===== src/rtl/modport_pkg.sv =====
// modport_pkg
//   Shared constants and helpers for the windowed accumulator slice.
//   DEF_WIDTH  : default data word width.
//   DEF_WINDOW : default number of valid words summed per result.
//   cnt_width(): width of the in-window sample counter (never below 1 bit).
package modport_pkg;

  localparam int DEF_WIDTH  = 32;
  localparam int DEF_WINDOW = 4;

  function automatic int cnt_width(input int window);
    int w;
    w = $clog2(window);
    return (w < 1) ? 1 : w;
  endfunction

endpackage


===== src/rtl/modport_dut_sat_adder.sv =====
// sat_adder
//   Combinational unsigned saturating adder.
//   a, b : WIDTH-bit unsigned operands.
//   sum  : a+b, clamped to all-ones when the addition carries out.
module sat_adder #(
  parameter int WIDTH = modport_pkg::DEF_WIDTH
) (
  input  logic [WIDTH-1:0] a,
  input  logic [WIDTH-1:0] b,
  output logic [WIDTH-1:0] sum
);

  logic [WIDTH:0] full;

  assign full = {1'b0, a} + {1'b0, b};
  assign sum  = full[WIDTH] ? {WIDTH{1'b1}} : full[WIDTH-1:0];

endmodule


===== src/rtl/modport_dut.sv =====
// modport_dut
//   Streaming windowed accumulator. Every WINDOW valid input words are summed
//   with unsigned saturation and emitted as one registered result with a
//   single-cycle valid pulse. No backpressure.
//   CLK       : clock, rising edge.
//   RESET     : asynchronous active-high reset; discards any partial window.
//   IN_VALUE  : input word, only looked at while IN_VALID=1.
//   IN_VALID  : input qualifier.
//   OUT_VALUE : last window result (held between pulses).
//   OUT_VALID : one-cycle pulse per new OUT_VALUE.
module modport_dut
  import modport_pkg::*;
#(
  parameter int WIDTH  = DEF_WIDTH,
  parameter int WINDOW = DEF_WINDOW
) (
  input  logic             CLK,
  input  logic             RESET,
  input  logic [WIDTH-1:0] IN_VALUE,
  input  logic             IN_VALID,
  output logic [WIDTH-1:0] OUT_VALUE,
  output logic             OUT_VALID
);

  localparam int CW = cnt_width(WINDOW);
  localparam logic [CW-1:0] LAST = CW'(WINDOW - 1);

  logic [CW-1:0]    cnt;
  logic [WIDTH-1:0] acc;
  logic [WIDTH-1:0] acc_sum;
  logic             win_done;

  sat_adder #(.WIDTH(WIDTH)) u_sat_adder (
    .a   (acc),
    .b   (IN_VALUE),
    .sum (acc_sum)
  );

  assign win_done = (cnt == LAST);

  // Everything is gated by IN_VALID so X on IN_VALUE during idle cycles
  // never reaches a flop. OUT_VALID clears on every edge that does not
  // complete a window, giving exactly one cycle per result.
  always_ff @(posedge CLK or posedge RESET) begin
    if (RESET) begin
      cnt       <= '0;
      acc       <= '0;
      OUT_VALUE <= '0;
      OUT_VALID <= 1'b0;
    end else begin
      OUT_VALID <= 1'b0;
      if (IN_VALID) begin
        if (win_done) begin
          OUT_VALUE <= acc_sum;
          OUT_VALID <= 1'b1;
          acc       <= '0;
          cnt       <= '0;
        end else begin
          acc <= acc_sum;
          cnt <= cnt + CW'(1);
        end
      end
    end
  end

endmodule


===== config.mk =====
export PLATFORM = sky130hd
export DESIGN_NAME = modport_dut
export DESIGN_NICKNAME = d
export VERILOG_FILES = /design/src/rtl/modport_pkg.sv /design/src/rtl/modport_dut_sat_adder.sv /design/src/rtl/modport_dut.sv
export SDC_FILE = /design/constraint.sdc
export NUM_CORES = 1
export LEC_CHECK = 0
export ABC_AREA = 1
export CAP_MARGIN = 20
export CORE_MARGIN = 3
export CORE_UTILIZATION = 25
export CTS_BUF_LIST = sky130_fd_sc_hd__clkbuf_8
export CTS_CLUSTER_SIZE = 28
export DETAILED_ROUTE_END_ITERATION = 16
export SLEW_MARGIN = 20
export SYNTH_ARGS = -nofsm -noshare
export SYNTH_HDL_FRONTEND = slang
export SYNTH_SLANG_ARGS = --single-unit

===== constraint.sdc =====
create_clock -name CLK -period 7.05 [get_ports CLK]
set_clock_uncertainty 0.15 [all_clocks]
set_input_delay 0.705 -clock CLK [delete_from_list [all_inputs] [get_ports CLK]]
set_output_delay 0.705 -clock CLK [all_outputs]
set_load 0.02 [all_outputs]

==> results of run 1 <==
[cell type report]
class | count | area (um2) | share of cell area [%]
tap | 270 | 338 | 5.31
clock buffer | 9 | 124 | 1.95
multi-input combinational | 618 | 2950 | 46.4
sequential | 67 | 1680 | 26.4
timing repair buffer | 72 | 728 | 11.5
clock inverter | 7 | 30.0 | 0.472
inverter | 136 | 510 | 8.03
[final timing paths]
path / startpoint / endpoint / slack (ns) / cells past startpoint
max reg2reg: acc[0] / acc[2] / 3.98 / 13
min reg2reg: OUT_VALUE[25] / OUT_VALUE[25] / 0.33 / 2
max in group asynchronous: RESET / acc[16] / 5.36 / 3
min: OUT_VALUE[25] / OUT_VALUE[25] / 0.33 / 2
min in group asynchronous: RESET / acc[19] / 0.73 / 3
max: IN_VALUE[0] / acc[2] / 3.60 / 14
[worst max-delay path, delay by kind of cell]
family	cells	cell delay [ns]
buffers and inverters	2	0.84
AND/OR/NAND/NOR	8	0.70
adder cells (fa/ha/maj)	2	0.74
AO/OA/AOI/OAI	2	0.56
[layer usage]
metal	vias up	GRT usage, %	part of all wire [%]
li1	2669	-	-
met3	14	2.20	2.9
met4	0	4.99	1.8
met2	60	23.0	44
met1	2238	20.4	51
met5	-	0	0
[sequential cells by signal, indices dropped and copies added (netlist names)]
name and count:
OUT_VALID 1, acc 32, OUT_VALUE 32, cnt 2
[synthesized netlist by cell type]
library cell | number | area, um2
nor3_1 | 6 | 30.0
nand3_2 | 11 | 110
nand3b_1 | 1 | 7.51
clkinv_1 | 3 | 11.3
and3_1 | 2 | 12.5
nand2_1 | 416 | 1560
o21bai_1 | 1 | 7.51
a21oi_4 | 1 | 16.3
nand4_1 | 6 | 37.5
and2_1 | 5 | 31.3
buf_4 | 1 | 7.51
xnor2_1 | 14 | 123
a21oi_1 | 17 | 85.1
nand3_1 | 38 | 190
nor2_1 | 49 | 184
dfrtp_1 | 67 | 1680
inv_1 | 131 | 492
buf_6 | 2 | 22.5
clkbuf_1 | 12 | 45.0
a31oi_1 | 10 | 62.6
inv_2 | 2 | 7.51
nor3_2 | 2 | 20.0
fa_1 | 1 | 20.0
buf_2 | 1 | 5.00
ha_1 | 33 | 413
nand2_2 | 4 | 25.0
o21ai_0 | 1 | 5.00
[cell families (layout without fill, tap and decap cells)]
group | Yosys count | count (layout)
simple gates | 540 | 540
flops | 67 | 67
buf+inv | 152 | 224
compound gates | 30 | 30
xor+xnor | 14 | 14
fa+ha+maj | 34 | 34
[stage by stage]
step / cell area, um2 / hold WS (ns) / util, % / std cells
floorplan: 5210 / 0.296 / - / 837
global placement: 6170 / 0.311 / 30.3 / 1162
CTS: 6360 / 0.335 / 31.2 / 1179
finish: 6360 / 0.330 / 31.2 / 1179
detailed placement: 6200 / 0.316 / 30.5 / 1163
global route: 6360 / 0.350 / 31.2 / 1179
[report_power, final]
| part | switching, uW | internal [uW] | leakage, uW |
|---|---|---|---|
| logic | 1240 | 725 | 0.00268 |
| registers | 115 | 575 | 0.000799 |
| clock network | 152 | 121 | 0.0000977 |
| total | 1510 | 1420 | 0.00358 |
==> results by group, run 1 <==
Clock tree
  • Resized cells post-CTS: 0
  • Total clock sinks: 67
  • Clock Latency Late Sink: 0.37 ns
  • Clock tree from TritonCTS: yes
  • Buffer levels on the longest clock path: 2
  • CTS clk-pin slew, worst paths: 0.08 ns
  • CTS Buf Count: 9
  • Clk root buf: clkbuf_8
  • Hold-fix buffers, CTS: 0
  • Maximum level of the CTS H-tree: 3
  • Post-CTS Repair Setup Buffers: 0

GRT
  • Total Routing Usage GR: 14.6%
  • First-pass GRT wire length: 25.5 mm
  • Overall overflow remaining after global route: 0
  • Via count of the first global-routing pass: 4796
  • Pin count of the biggest net entering global routing: 68
  • Antenna violations before repair: 0

Yosys
  • Simple logic cell fraction of the synthesized area: 42.4%
  • Post-synthesis xor/xnor area fraction: 2.35%
  • Synthesized netlist cell count: 837
  • Combinational family with the most area after synthesis: simple AND/OR/NAND/NOR gates
  • Cell area after technology mapping: 0.00521 mm2
  • Complex-gate fraction of the synthesized area: 3.39%
  • Avg Inst Size Synth: 6.22 um2
  • Area share of fa/ha/maj cells after synthesis: 8.31%
  • Share of synthesized area occupied by flip-flops and latches: 32.2%
  • Syn Nets: 906
  • Synth unique cells: 27
  • Number of flip-flops and latches in the synthesized netlist: 67
  • Multiplexer share of the synthesized area: 0%
  • Total of warnings raised by yosys: 0

Timing
  • Final clock period utilization by the worst path: 49.0%
  • Slack of the critical path: 3.60 ns
  • Hold Vio Cnt, Final: 0
  • Time the final worst path needs with I/O delays and setup: 3.45 ns
  • Achievable Freq: 0.290 GHz
  • Worst max-slew margin expressed relative to the limit: 38.9%
  • Total Negative Setup Slacks: 0 ns
  • Slew at the pin closest to its max-slew limit: 0.916 ns
  • Final setup vio count: 0
  • RSZ-0062 raised after global routing: false
  • Total count of max-transition violations in the final report: 0

Place
  • Final weighted congestion in routability-driven placement: 0.884
  • Worst Setup Slack post-DPL: 3.17 ns
  • IO buf count: 67
  • Estimated wirelength of the detail-placed design: 12.5 mm

Worst setup path
  • Largest incremental delay on the critical path: 0.49 ns
  • Maximum fanout count along the critical path: 29
  • Element type at the critical path end: register
  • Endpoint required time on the critical path: 7.15 ns
  • Critical path arrival: 3.55 ns
  • Category of the worst setup path launch point: primary input
  • Class of the most critical setup path: in2reg
  • CP most frequent cell: nand2_1
  • Worst-path cell with the longest stage delay: fa_1
  • Crit path cell chain: clkdlybuf4s50_1 -> ha_1 -> fa_1 -> nand3_1 -> nand3_2 -> nand2_1 -> nand2_2 -> nand2_1 -> nand2_2 -> a21oi_4 -> buf_4 -> o21ai_0 -> nand2_1 -> nand2_1

Final layout
  • Diode count: 0
  • Share of final-layout standard cells stronger than drive strength 1: 4.29%
  • Commonest non-fill, non-tap cell in the layout: nand2_1
  • FILL cells: 2317
  • Number of nets in the finished design: 973
  • Most frequent cells in the layout: nand2_1, inv_1, dfrtp_1, clkdlybuf4s50_1, nor2_1
  • Relative area change from synthesis to final layout: 22.0%

Route
  • Count of antenna-violating nets left after detailed routing: 0
  • Via density per instance: 4.22
  • DRC violation count after routing: 0
  • Initial DRC count: 264
  • Via Count: 4981
  • Average detailed-routed wire length per instance: 13.3 um
  • Total Routed Length: 15.7 mm
  • First drt pass iteration count: 4

Floorplanning
  • Die Footprint: 0.0226 mm2
  • Y dimension of the die: 150 um
  • Initial Utilization: 25.6%
  • Top Ports: 68
  • # rows: 52
  • Die Width: 150 um
  • Core region area: 0.0204 mm2

Run
  • # Max-Cap Violations: 0

Power and ir drop
  • P_leak: 0.00358 uW
  • Max IR drop VDD: 111 uV
  • Total power draw: 2930 uW
  • Power density normalized to cell area: 461 mW/mm2

Worst hold path
  • Worst min-delay path class: reg2reg

Outcome
  • Run status: completed
Note: power is estimated with default switching activity, not from simulation.
==> run 2, diff against run 1 <==
- clock period: 7.05 -> 2.92 ns (I/O delays scaled with it)
==> results by group, run 2 (synthesis gave the netlist of run 1 again) <==
Floorplanning
  • Die Footprint: 0.0226 mm2 (unchanged)
  • Y dimension of the die: 150 um (unchanged)
  • Die Width: 150 um (unchanged)
  • Top Ports: 68 (unchanged)
  • # rows: 52 (unchanged)
  • Core region area: 0.0204 mm2 (unchanged)
  • Initial Utilization: 25.6% (unchanged)

Worst setup path
  • Element type at the critical path end: register (unchanged)
  • Class of the most critical setup path: reg2reg (was in2reg)
  • Maximum fanout count along the critical path: 13 (was 29)
  • Critical path startpoint: acc[0] (was IN_VALUE[0])
  • Worst Reg2Reg Path Length in Cells: 13 (unchanged)
  • CP most frequent cell: nand2_1 (unchanged)
  • Critical path arrival: 2.59 ns (was 3.55 ns)
  • Largest incremental delay on the critical path: 0.40 ns (was 0.49 ns)
  • Critical register-to-register path endpoint: OUT_VALUE[18] (was acc[2])
  • Worst r2r src: acc[0] (unchanged)
  • Crit path cell chain: ha_1 -> fa_1 -> nand3_1 -> nand3_2 -> nand2_1 -> nand2_2 -> nand2_1 -> nand2_2 -> a21oi_4 -> buf_4 -> nand3_1 -> nand2_1 -> nand2_1 (was clkdlybuf4s50_1 -> ha_1 -> fa_1 -> nand3_1 -> nand3_2 -> nand2_1 -> nand2_2 -> nand2_1 -> nand2_2 -> a21oi_4 -> buf_4 -> o21ai_0 -> nand2_1 -> nand2_1)
  • Cell class contributing the biggest share of worst-path delay: simple AND/OR/NAND/NOR gates (was buffers and inverters)
  • Slack of the worst reg-to-reg path: 0.44 ns (was 3.98 ns)
  • Buffers plus inverters on the worst setup path: 1 (was 2)
  • Category of the worst setup path launch point: register (was primary input)
  • Endpoint required time on the critical path: 3.03 ns (was 7.15 ns)
  • Worst-path cell with the longest stage delay: fa_1 (unchanged)
  • Levels on crit path: 13 (was 14)

Route
  • Total Routed Length: 15.3 mm (was 15.7 mm)
  • Count of antenna-violating nets left after detailed routing: 0 (unchanged)
  • Average detailed-routed wire length per instance: 12.9 um (was 13.3 um)
  • DRC violation count after routing: 0 (unchanged)
  • Via density per instance: 4.20 (was 4.22)
  • Via Count: 4971 (was 4981)
  • First drt pass iteration count: 5 (was 4)
  • Initial DRC count: 311 (was 264)

Power and ir drop
  • P_leak: 0.00360 uW (was 0.00358 uW)
  • Power density normalized to cell area: 1120 mW/mm2 (was 461 mW/mm2)
  • Max IR drop VDD: 223 uV (was 111 uV)

Clock tree
  • Post-CTS Repair Setup Buffers: 0 (unchanged)
  • Buffer levels on the longest clock path: 2 (unchanged)
  • Hold-fix buffers, CTS: 0 (unchanged)
  • Clk root buf: clkbuf_8 (unchanged)
  • Maximum level of the CTS H-tree: 3 (unchanged)
  • Resized cells post-CTS: 0 (unchanged)
  • Clock Latency Late Sink: 0.37 ns (about the same)
  • Total clock sinks: 67 (unchanged)
  • Clock tree from TritonCTS: yes (unchanged)
  • CTS clk-pin slew, worst paths: 0.07 ns (was 0.08 ns)
  • CTS Buf Count: 9 (unchanged)

Timing
  • Final clock period utilization by the worst path: 84.9%
  • Final setup vio count: 0 (unchanged)
  • Total count of max-transition violations in the final report: 0 (unchanged)
  • RSZ-0062 raised after global routing: false (unchanged)
  • Worst max-slew margin expressed relative to the limit: 54.4% (was 38.9%)
  • Slew at the pin closest to its max-slew limit: 0.683 ns (was 0.916 ns)
  • Achievable Freq: 0.403 GHz
  • Hold Vio Cnt, Final: 0 (unchanged)
  • Time the final worst path needs with I/O delays and setup: 2.48 ns
  • Post-Route Hold Slack: 0.202 ns (was 0.330 ns)
  • Total Negative Setup Slacks: 0 ns (unchanged)

Place
  • Final weighted congestion in routability-driven placement: 0.930 (was 0.884)
  • Estimated wirelength of the detail-placed design: 12.2 mm (was 12.5 mm)
  • IO buf count: 67 (unchanged)

GRT
  • Total Routing Usage GR: 14.3% (was 14.6%)
  • Overall overflow remaining after global route: 0 (unchanged)
  • Via count of the first global-routing pass: 4916 (was 4796)
  • Pin count of the biggest net entering global routing: 40 (was 68)
  • Antenna violations before repair: 0 (unchanged)
  • First-pass GRT wire length: 24.9 mm (was 25.5 mm)

Final layout
  • Relative area change from synthesis to final layout: 22.9% (was 22.0%)
  • Number of nets in the finished design: 979 (was 973)
  • FILL cells: 2275 (was 2317)
  • Commonest non-fill, non-tap cell in the layout: nand2_1 (unchanged)
  • Most frequent cells in the layout: nand2_1, inv_1, dfrtp_1, clkdlybuf4s50_1, nor2_1 (unchanged)
  • Sequential cell area in the final layout: 0.00168 mm2 (unchanged)
  • Area taken by multi-input logic gates: 0.00294 mm2 (was 0.00295 mm2)
  • Regs by FF count: OUT_VALUE: 32 flops, acc: 32 flops, cnt: 2 flops (unchanged)
  • Share of final-layout standard cells stronger than drive strength 1: 5.04% (was 4.29%)
  • Diode count: 0 (unchanged)

Outcome
  • Run status: completed (unchanged)

Worst hold path
  • Worst min-delay path class: in2async (was reg2reg)

Run
  • # Max-Cap Violations: 0 (unchanged)
run 2: cell types whose count changed in the layout (fill, tap and decap cells not counted), sizes merged:
cell,change
buf,+6
inv,-3
clkbuf,+2
clkinv,-2
clkinvlp,+1
run 2: cell type report:
cell class	count	share of cell area [%]
well taps	270	5.28
repair buffers	78	12.0
clock inverters	3	0.254
clock buffers	11	2.36
multi-input cells	618	46.0
inverters	136	7.97
flip-flops and latches	67	26.2
run 2: layer usage:
metal  GRT usage [%]  part of all wire, %  vias to the layer above  wire length, um
li1                -                    -                     2664                -
met1            19.6                   50                     2196             7660
met2            22.2                   44                       92             6660
met3            2.95                  4.5                       19              683
met4            5.08                  1.9                        0              297
met5               0                    0                        -                0
run 2: metrics by stage:
| stage | util, % | area (um2) | std cells | total power, uW | worst slack [ns] |
|---|---|---|---|---|---|
| floorplan | - | 5210 | 837 | 5030 | 0.649 |
| global placement | 30.6 | 6230 | 1169 | 6450 | 0.146 |
| detailed placement | 30.6 | 6230 | 1169 | 6490 | 0.0551 |
| CTS | 31.4 | 6400 | 1183 | 7240 | 0.405 |
| global route | 31.4 | 6400 | 1183 | 7960 | 0.237 |
| finish | 31.4 | 6400 | 1183 | 7160 | 0.440 |
run 2: worst max path at each step:
stage               endpoint  slack, ns
2_1_floorplan  OUT_VALUE[28]       0.65
3_3_place_gp   OUT_VALUE[18]       0.15
3_5_place_dp   OUT_VALUE[18]       0.06
4_1_cts        OUT_VALUE[18]       0.41
5_1_grt        OUT_VALUE[18]       0.24
6_report       OUT_VALUE[18]       0.44
run 2: power by group:
group          switching, uW  internal, uW  leakage, uW
sequential               256          1390     0.000799
combinational           3010          1790      0.00271
clock                    370           340    0.0000885
==> run 3, diff against run 2 <==
- clock period: 2.92 -> 2 ns (I/O delays scaled with it)
==> results by group, run 3 (synthesis gave the netlist of run 1 again) <==
Worst setup path
  • Crit path cell chain: ha_2 -> fa_2 -> nand3_2 -> nand3_2 -> nand2_2 -> nand2_2 -> nand2_2 -> nand2_4 -> a21oi_4 -> buf_12 -> buf_12 -> nand3_4 -> nand2_1 -> nand2_1 (was ha_1 -> fa_1 -> nand3_1 -> nand3_2 -> nand2_1 -> nand2_2 -> nand2_1 -> nand2_2 -> a21oi_4 -> buf_4 -> nand3_1 -> nand2_1 -> nand2_1)
  • Worst Reg2Reg Path Length in Cells: 14 (was 13)
  • Category of the worst setup path launch point: register (unchanged)
  • Critical path arrival: 2.44 ns (was 2.59 ns)
  • Worst-path cell with the longest stage delay: dfrtp_1 (was fa_1)
  • CP most frequent cell: nand2_2 (was nand2_1)
  • Endpoint required time on the critical path: 2.12 ns (was 3.03 ns)
  • Maximum fanout count along the critical path: 7 (was 13)
  • Element type at the critical path end: register (unchanged)
  • Class of the most critical setup path: reg2reg (unchanged)
  • Largest incremental delay on the critical path: 0.38 ns (was 0.40 ns)

GRT
  • Busiest metal layer after global routing: met2 (unchanged)
  • First-pass GRT wire length: 27.1 mm (was 24.9 mm)
  • Via count of the first global-routing pass: 5316 (was 4916)
  • Overall overflow remaining after global route: 0 (unchanged)
  • Met1 Resource Use GR: 21.2% (was 19.6%)
  • Total Routing Usage GR: 15.4% (was 14.3%)
  • Pin count of the biggest net entering global routing: 68 (was 40)
  • Met2 capacity usage during global routing: 24.5% (was 22.2%)
  • Met3 usage in global routing: 2.56% (was 2.95%)
  • Antenna violations before repair: 0 (unchanged)

Place
  • Estimated wirelength of the detail-placed design: 12.7 mm (was 12.2 mm)
  • Final weighted congestion in routability-driven placement: 0.953 (was 0.930)
  • Placed cells: 1254 (was 1169)
  • Cell Area, Placed: 0.00693 mm2 (was 0.00623 mm2)
  • IO buf count: 67 (unchanged)

Power and ir drop
  • P_leak: 0.00425 uW (was 0.00360 uW)
  • Total power draw: 13800 uW (was 7160 uW)
  • Combinational cell fraction of total power: 74.8% (was 67.1%)
  • Net Switching: 6580 uW (was 3630 uW)
  • Max IR drop VDD: 519 uV (was 223 uV)
  • Switching Fraction: 47.7% (was 50.8%)
  • Power density normalized to cell area: 1760 mW/mm2 (was 1120 mW/mm2)
  • Power share of the clock group: 7.5% (was 9.9%)
  • Relative contribution of sequential cells to total power: 17.7% (was 23.0%)
  • Internal power contribution: 7230 uW (was 3520 uW)

Final layout
  • Final std cells w/o fill: 1282 (was 1183)
  • Final Cell Area: 0.00785 mm2 (was 0.00640 mm2)
  • Most frequent cells in the layout: nand2_1, inv_1, buf_4 (was nand2_1, inv_1, dfrtp_1, clkdlybuf4s50_1, nor2_1)
  • Share of final-layout standard cells stronger than drive strength 1: 22.4% (was 5.04%)
  • Relative area change from synthesis to final layout: 50.7% (was 22.9%)
  • Finished Core Util: 38.5% (was 31.4%)
  • Diode count: 0 (unchanged)
  • Number of nets in the finished design: 1076 (was 979)
  • Regs by FF count: OUT_VALUE: 32 flops, acc: 32 flops, cnt: 2 flops (unchanged)
  • Commonest non-fill, non-tap cell in the layout: nand2_1 (unchanged)

Timing
  • Slack of the critical path: -0.318 ns (was 0.440 ns)
  • Total Negative Setup Slacks: -17.78 ns (was 0 ns)
  • RSZ-0062 raised after global routing: true (was false)
  • Slew at the pin closest to its max-slew limit: 0.396 ns (was 0.683 ns)
  • Time the final worst path needs with I/O delays and setup: 2.32 ns (was 2.48 ns)
  • Total count of max-transition violations in the final report: 0 (unchanged)
  • Final setup vio count: 64 (was 0)
  • Hold Vio Cnt, Final: 0 (unchanged)
  • Achievable Freq: 0.431 GHz (was 0.403 GHz)
  • Worst max-slew margin expressed relative to the limit: 73.4% (was 54.4%)
  • Final clock period utilization by the worst path: 116% (was 84.9%)

Clock tree
  • CTS Buf Count: 9 (unchanged)
  • Buffer levels on the longest clock path: 2 (unchanged)
  • Total clock sinks: 67 (unchanged)
  • Hold-fix buffers, CTS: 0 (unchanged)
  • Clk root buf: clkbuf_8 (unchanged)
  • Clock tree from TritonCTS: yes (unchanged)
  • Clock Latency Late Sink: 0.38 ns (was 0.37 ns)
  • Maximum level of the CTS H-tree: 3 (unchanged)
  • CTS clk-pin slew, worst paths: 0.07 ns (about the same)

Floorplanning
  • # rows: 52 (unchanged)
  • Core region area: 0.0204 mm2 (unchanged)
  • Y dimension of the die: 150 um (unchanged)
  • Die Footprint: 0.0226 mm2 (unchanged)
  • Initial Utilization: 25.6% (unchanged)
  • Die Width: 150 um (unchanged)
  • Top Ports: 68 (unchanged)

Route
  • Initial DRC count: 292 (was 311)
  • Total Routed Length: 16.7 mm (was 15.3 mm)
  • Via Count: 5382 (was 4971)
  • Via density per instance: 4.20 (about the same)
  • First drt pass iteration count: 4 (was 5)
  • Count of antenna-violating nets left after detailed routing: 0 (unchanged)
  • Average detailed-routed wire length per instance: 13.0 um (was 12.9 um)
  • DRC violation count after routing: 0 (unchanged)

Worst hold path
  • Worst min-delay path class: in2async (unchanged)

Outcome
  • Violations in the final reports: negative setup slack
  • Run status: finished, violations left (was completed)

Run
  • # Max-Cap Violations: 0 (unchanged)
==> run 3: what timing repair did <==
item	4_1_cts	5_1_grt
setup endpoints to repair	64	64
gates resized for setup	37	82
gates cloned	2	1
pin swaps	6	7
setup buffers	6	4
==> run 3: cell type report <==
class,instances,area [um2]
clock buffer,11,151
fill,2140,12500
clock inverter,5,22.5
multi-input combinational,618,3500
sequential,67,1680
timing repair buffer,175,1640
tap,270,338
inverter,136,514
==> run 3: routing by layer <==
layer  share of wire [%]  vias up  wire (um)
met3                 3.8       17        632
met5                   0        -          0
met1                  49     2420       8250
met4                 1.8        0        306
li1                    -     2875          -
met2                  45       70       7550
==> run 3: power by group through the flow <==
stage | Clock, uW | Combinational [uW] | Sequential [uW]
after floorplan | 0 | 4730 | 2740
after global placement | 0 | 8280 | 2420
after detailed placement | 0 | 8350 | 2430
after CTS | 1090 | 9210 | 2440
after global routing | 1140 | 11500 | 2530
final | 1040 | 10300 | 2440
==> run 3: path summary, 6_finish.rpt <==
kind                                from       endpoint  slack [ns]
max                               acc[0]  OUT_VALUE[23]       -0.32
min                                RESET        acc[20]        0.12
max reg2reg                       acc[0]  OUT_VALUE[23]       -0.32
min reg2reg                OUT_VALUE[14]  OUT_VALUE[14]        0.33
min in group CLK           OUT_VALUE[14]  OUT_VALUE[14]        0.33
max in group asynchronous          RESET         acc[0]        1.27
==> run 3: metrics by stage <==
step	hold WS [ns]	setup WS [ns]
floorplan	0.135	-0.162
global placement	0.308	-0.572
detailed placement	0.316	-0.618
CTS	0.130	-0.296
global route	0.152	-0.453
finish	0.124	-0.318
==> run 3: worst max-delay path: cells and delay by family, from the launching register on <==
kind,cells,cell delay [ns]
adder cells (fa/ha/maj),2,0.54
flip-flops,1,0.38
buffers and inverters,2,0.31
AND/OR/NAND/NOR,9,0.65
AO/OA/AOI/OAI,1,0.18
